<file path="src/rtl/axis_tlast_gen_reg.sv">
// AXI4-Stream packetiser with a registered 2-entry slice on the datapath.
// Each beat's TLAST is decided when the beat is accepted and travels with it,
// so downstream stalls never shift packet boundaries.
module axis_tlast_gen_reg #(
    parameter int TDATA_WIDTH    = 8,
    parameter int MAX_PKT_LENGTH = 256,
    parameter int EARLY_TERM     = 0,
    parameter int PKT_CNT_WIDTH  = 16,
    localparam int CW            = $clog2(MAX_PKT_LENGTH) + 1
) (
    input  logic                     aclk,
    input  logic                     resetn,
    input  logic [CW-1:0]            pkt_length,
    input  logic                     s_axis_tvalid,
    output logic                     s_axis_tready,
    input  logic [TDATA_WIDTH-1:0]   s_axis_tdata,
    input  logic                     s_axis_tlast,
    output logic                     m_axis_tvalid,
    input  logic                     m_axis_tready,
    output logic [TDATA_WIDTH-1:0]   m_axis_tdata,
    output logic                     m_axis_tlast,
    output logic [CW-1:0]            o_cnt,
    output logic [PKT_CNT_WIDTH-1:0] o_pkt_cnt,
    output logic                     o_early_term
);

    typedef struct packed {
        logic [TDATA_WIDTH-1:0] data;
        logic                   last;
    } beat_t;

    localparam logic [CW-1:0] MAX_L = CW'(MAX_PKT_LENGTH);

    beat_t             main_q, skid_q, in_beat;
    logic              main_vld, skid_vld, skid_vld_nxt, tready_q;
    logic              in_hs, out_hs, pop;
    logic [CW-1:0]     cnt, len_q, len_eff, cur_len;
    logic              last_len, last_up, beat_last;

    assign in_hs  = s_axis_tvalid & tready_q;
    assign out_hs = main_vld & m_axis_tready;
    // Main register can take a new beat when empty or being drained this cycle.
    assign pop    = ~main_vld | m_axis_tready;

    // Length resolution and per-beat TLAST decision.
    always_comb begin
        len_eff   = pkt_length;
        if (pkt_length == '0 || pkt_length > MAX_L)
            len_eff = MAX_L;
        cur_len   = (cnt == '0) ? len_eff : len_q;
        last_len  = (cnt == cur_len - CW'(1));
        last_up   = (EARLY_TERM != 0) && s_axis_tlast;
        beat_last = last_len | last_up;
        in_beat   = '{data: s_axis_tdata, last: beat_last};
    end

    // Skid occupancy after this edge; ready is its registered inverse.
    always_comb begin
        skid_vld_nxt = skid_vld;
        if (pop)
            skid_vld_nxt = 1'b0;
        else if (in_hs)
            skid_vld_nxt = 1'b1;
    end

    // Two-entry register slice: main feeds the output, skid absorbs one stalled beat.
    always_ff @(posedge aclk or negedge resetn) begin
        if (!resetn) begin
            main_q   <= '0;
            skid_q   <= '0;
            main_vld <= 1'b0;
            skid_vld <= 1'b0;
            tready_q <= 1'b0;
        end else begin
            if (pop) begin
                if (skid_vld) begin
                    main_q   <= skid_q;
                    main_vld <= 1'b1;
                end else begin
                    main_vld <= in_hs;
                    if (in_hs)
                        main_q <= in_beat;
                end
            end else if (in_hs) begin
                skid_q <= in_beat;
            end
            skid_vld <= skid_vld_nxt;
            tready_q <= ~skid_vld_nxt;
        end
    end

    // Beat counter and per-packet length latch, advanced only on accepted beats.
    always_ff @(posedge aclk or negedge resetn) begin
        if (!resetn) begin
            cnt          <= '0;
            len_q        <= '0;
            o_early_term <= 1'b0;
        end else begin
            o_early_term <= in_hs & last_up & ~last_len;
            if (in_hs) begin
                if (cnt == '0)
                    len_q <= len_eff;
                cnt <= beat_last ? '0 : cnt + CW'(1);
            end
        end
    end

    // Completed-packet counter, counted as packets leave the block.
    always_ff @(posedge aclk or negedge resetn) begin
        if (!resetn)
            o_pkt_cnt <= '0;
        else if (out_hs && main_q.last)
            o_pkt_cnt <= o_pkt_cnt + PKT_CNT_WIDTH'(1);
    end

    assign s_axis_tready = tready_q;
    assign m_axis_tvalid = main_vld;
    assign m_axis_tdata  = main_q.data;
    assign m_axis_tlast  = main_q.last;
    assign o_cnt         = cnt;

endmodule

</file>
<file path="config.mk">
export PLATFORM = sky130hd
export DESIGN_NAME = axis_tlast_gen_reg
export DESIGN_NICKNAME = d
export VERILOG_FILES = /design/src/rtl/axis_tlast_gen_reg.sv
export SDC_FILE = /design/constraint.sdc
export NUM_CORES = 1
export LEC_CHECK = 0
export BUFFER_PORTS_ARGS = -buffer_cell sky130_fd_sc_hd__buf_2
export CORE_UTILIZATION = 50
export DETAILED_ROUTE_END_ITERATION = 10
export GPL_ROUTABILITY_DRIVEN = 0
export GPL_TIMING_DRIVEN = 0
export PLACE_DENSITY_LB_ADDON = 0.2
export SYNTH_ARGS = -nofsm -noshare
export SYNTH_HDL_FRONTEND = slang
export SYNTH_SLANG_ARGS = --single-unit
</file>
<file path="constraint.sdc">
create_clock -name aclk -period 3.35 [get_ports aclk]
set_input_delay 0.67 -clock aclk [delete_from_list [all_inputs] [get_ports aclk]]
set_output_delay 0.67 -clock aclk [all_outputs]
set_load 0.01 [all_outputs]
</file>
==> key figures <==
Outcome
  – Outcome: complete, no violations

CTS
  – CTS Buffer Depth: 2
  – H-tree Lvls: 2
  – TritonCTS Buffers: 5
  – Post-CTS Hold Fix Bufs: 0
  – Clock transition at path regs: 100 ps
  – Worst-Skew Late Latency: ~310 ps
  – Root Buffer: clkbuf_8
  – CTS tree: done
  – Clock Sinks: between 50 and 60

Timing
  – Hold WS: approximately 370 ps
  – Slew Viols, Final: 0
  – Setup Viol. Count Final: 0
  – Final Hold Fails: 0
  – Max_slew headroom: 54.4%
  – Worst Tran Pin Value: roughly 700 ps
  – Fmax: 0.308 GHz
  – Final min period: ~3300 ps
  – Clk_skew: 9.20 ps
  – Final period utilization: 97.1%

Yosys
  – Sequential share of the synthesized area: 45.8%
  – Yosys top cell by area: dfrtp_1
  – Synth Instances: 303
  – Ranking of synthesized cells by area: dfrtp_1, xnor2_1, mux2_2
  – Compound-cell area share of the yosys netlist: a little under an eighth
  – Yosys top cell area share: 45.8%
  – Ys flop type: dfrtp_1
  – Simple-gate portion of the synthesized area: a little over a fifth
  – Mux share of post-synthesis cell area: 7.78%
  – Area share of fa/ha/maj cells after synthesis: 2.08%
  – Asr flop ratio synth: 100%
  – Post-Syn Nets: 330
  – Post-synth EDFFs: 0
  – Largest family of logic cells by synthesized area: simple AND/OR/NAND/NOR gates
  – Avg Cell Area, Syn: around 9.9 µm²
  – Post-Syn Area: 0.00301 mm²
  – FF+latch count, synth: 55
  – Distinct cells, synth: 59
  – Synth warnings: 0
  – Synth Area in XOR/XNOR: 8.44%

Floorplanning
  – Die area: 0.00633 mm²
  – Die width: 79.6 µm
  – Die H: about 80 µm
  – I/O pin total: 59
  – Row cnt: 27
  – Placeable Area: 0.00564 mm²
  – Initial core utilization: 53.3%

Final layout
  – Final net count: 403
  – Design area: 0.00362 mm²
  – Fraction of layout cells with a size suffix above 1: 28.9%
  – Layout area overhead: 20.2%
  – Fillers: 481
  – Ant. Diodes: 0
  – Final Util: between 60 and 70%
  – Non-filler cells, final: roughly 450

Setup path
  – Worst-path fanout max: 7
  – Crit-path cells: inv_1 > ha_1 > nor4b_4 > nand2_2 > a21oi_1 > ha_4 > nand3b_1 > xor2_1 > mux2i_1 > a211oi_2 > nand4_1 > or2_4 > a41o_1
  – Setup crit start kind: flop
  – Worst EP required: 3560 ps
  – Kind of critical path: flop to flop
  – Critical Path AT: 3470 ps
  – CP Capture Type: flop
  – CP max stage delay: 440 ps
  – R2R Setup Slk: 100 ps
  – CP max stage cell: dfrtp_2

Routing
  – Antenna-violating nets left: 0
  – Vias: 2,549
  – Wire per inst: 15.0 µm
  – Vias per inst: around 5.7
  – First-pass iteration count of the detailed router: 5
  – Initial drt markers: 106
  – Final WL: 6.75 mm
  – DRC: 0

Global route
  – Global-route wire length before repair: around 11 mm
  – Largest net degree at the start of global routing: 56
  – GRT Total Usage: between 20 and 25%
  – Vias in the first global route: 2,370
  – Grt total ovfl: 0
  – Initial antenna violation count: 0

Placed design
  – HPWL after detailed placement: 4.66 mm
  – Dpl cells: 431
  – Number of port buffers: 56
  – Cell Area, Placed: between 0.003 and 0.004 mm²

Power and ir drop
  – Sequential Power Share: a little under half
  – Sw Share: 33.1%
  – P_leak: 1.69 nW
  – Reported net switching power: 0.000572 W
  – P_int: 0.00116 W
  – Logic pwr share: 30.0%
  – Pwr Total: about 0.0017 W
  – Clock power frac: 22.7%
  – Pwr Density: 478 mW/mm²
  – VDD IR max: ~0.38 mV

Flow run
  – Max-capacitance violation count: 0

Hold path
  – Worst min path class: input port to async pin
[cell type report]
cell class | instances | area [µm²] | share of cell area (%)
multi-input combinational | 230 | 1600 | 44.4
sequential | 55 | 1380 | 38.1
timing repair buffer | 68 | 373 | 10.3
tap | 72 | 90.1 | 2.49
buffer | 11 | 56.3 | 1.56
clock buffer | 7 | 86.3 | 2.39
clock inverter | 1 | 8.76 | 0.242
inverter | 5 | 18.8 | 0.519
[power by group through the flow]
| stage | Combinational (W) | Sequential, W | Clock [W] |
|---|---|---|---|
| 2_1_floorplan | 0.000292 | 0.000857 | 0 |
| 3_3_place_gp | 0.000461 | 0.000835 | 0 |
| 3_5_place_dp | 0.000473 | 0.000840 | 0 |
| 4_1_cts | 0.000484 | 0.000830 | 0.000405 |
| 5_1_grt | 0.000570 | 0.000829 | 0.000423 |
| 6_report | 0.000519 | 0.000818 | 0.000392 |
[metal layers]
| metal | track usage, % | share of wire, % | wire length (µm) |
|---|---|---|---|
| met3 | 4.69 | 5.0 | 340 |
| met1 | 29.1 | 44 | 3000 |
| met4 | 8.00 | 1.6 | 106 |
| met2 | 37.2 | 49 | 3310 |
| met5 | 0 | 0 | 0 |
[layout by cell type, fill, tap and decap left out, drive strengths merged, types with 4 or more instances in the layout]
master and count:
nand3 15, clkbuf 12, ha 5, o21ai 16, xor2 13, nor3 10
inv 5, o31ai 4, a21oi 12, nand4 7, nor2 29, xnor2 16
nand2 26, dfrtp 55, nand2b 9, buf 74, a211oi 4, mux2i 11
mux2 11
[cell usage after synthesis, drive strengths merged (2+ instances only)]
master / n
buf: 7
nor3b: 2
a211oi: 4
clkbuf: 6
or2: 2
nor2: 29
nand3: 15
nor4b: 2
a31oi: 2
o21ai: 16
nor4: 3
a21boi: 2
nor3: 10
xnor2: 16
nor2b: 3
o31ai: 4
mux2i: 11
inv: 5
and3: 3
dfrtp: 55
nand4: 7
or4: 2
xor2: 13
or3: 2
mux2: 11
nand2b: 9
ha: 5
nand2: 26
a21oi: 12
nand3b: 2
[sequential cells by signal, indices dropped and copies added (netlist names)]
| register | count |
|---|---|
| m_axis_tvalid | 1 |
| skid_q | 9 |
| m_axis_tdata | 8 |
| m_axis_tlast | 1 |
| s_axis_tready | 1 |
| skid_vld | 1 |
| o_cnt | 9 |
| o_pkt_cnt | 16 |
| len_q | 9 |
[path summary, 6_finish.rpt]
kind                                      startpoint                   endpoint  cells past startpoint
max                             o_cnt[0]$_DFFE_PN0P_       o_cnt[0]$_DFFE_PN0P_                     13
min                                           resetn       len_q[5]$_DFFE_PN0P_                      1
max reg2reg                     o_cnt[0]$_DFFE_PN0P_       o_cnt[0]$_DFFE_PN0P_                     13
min reg2reg                o_pkt_cnt[15]$_DFFE_PN0P_  o_pkt_cnt[15]$_DFFE_PN0P_                      1
max in group asynchronous                     resetn       o_cnt[0]$_DFFE_PN0P_                      1
min in group aclk          o_pkt_cnt[15]$_DFFE_PN0P_  o_pkt_cnt[15]$_DFFE_PN0P_                      1
[critical path, delay by kind of cell (launching register included)]
family                   cells  cell delay, ps
AO/OA/AOI/OAI                3             880
XOR/XNOR                     1             160
adder cells (fa/ha/maj)      2             410
buffers and inverters        1             100
flip-flops                   1             440
multiplexers                 1             130
AND/OR/NAND/NOR              5            1020
[metrics by stage]
stage                     setup slack (ps)  TNS (ps)
final                                 98.5         0
after global routing                 -56.7     -79.2
after CTS                             27.5         0
after detailed placement              -546     -5510
after global placement                -539     -5360
after floorplan                       11.1         0
[cells by family after synthesis]
family | after synthesis
AND/OR/NAND/NOR | 121
flip-flops | 55
AO/OA/AOI/OAI | 52
XOR/XNOR | 29
multiplexers | 22
buffers and inverters | 18
adder cells (fa/ha/maj) | 5
other | 1
[repair_timing]
action,in CTS,in global routing
endpoints found under the setup margin,11,11
gates resized for setup,7,5
buffers inserted,4,8
pin swaps,3,5
Power figures use the tool's default switching activity.
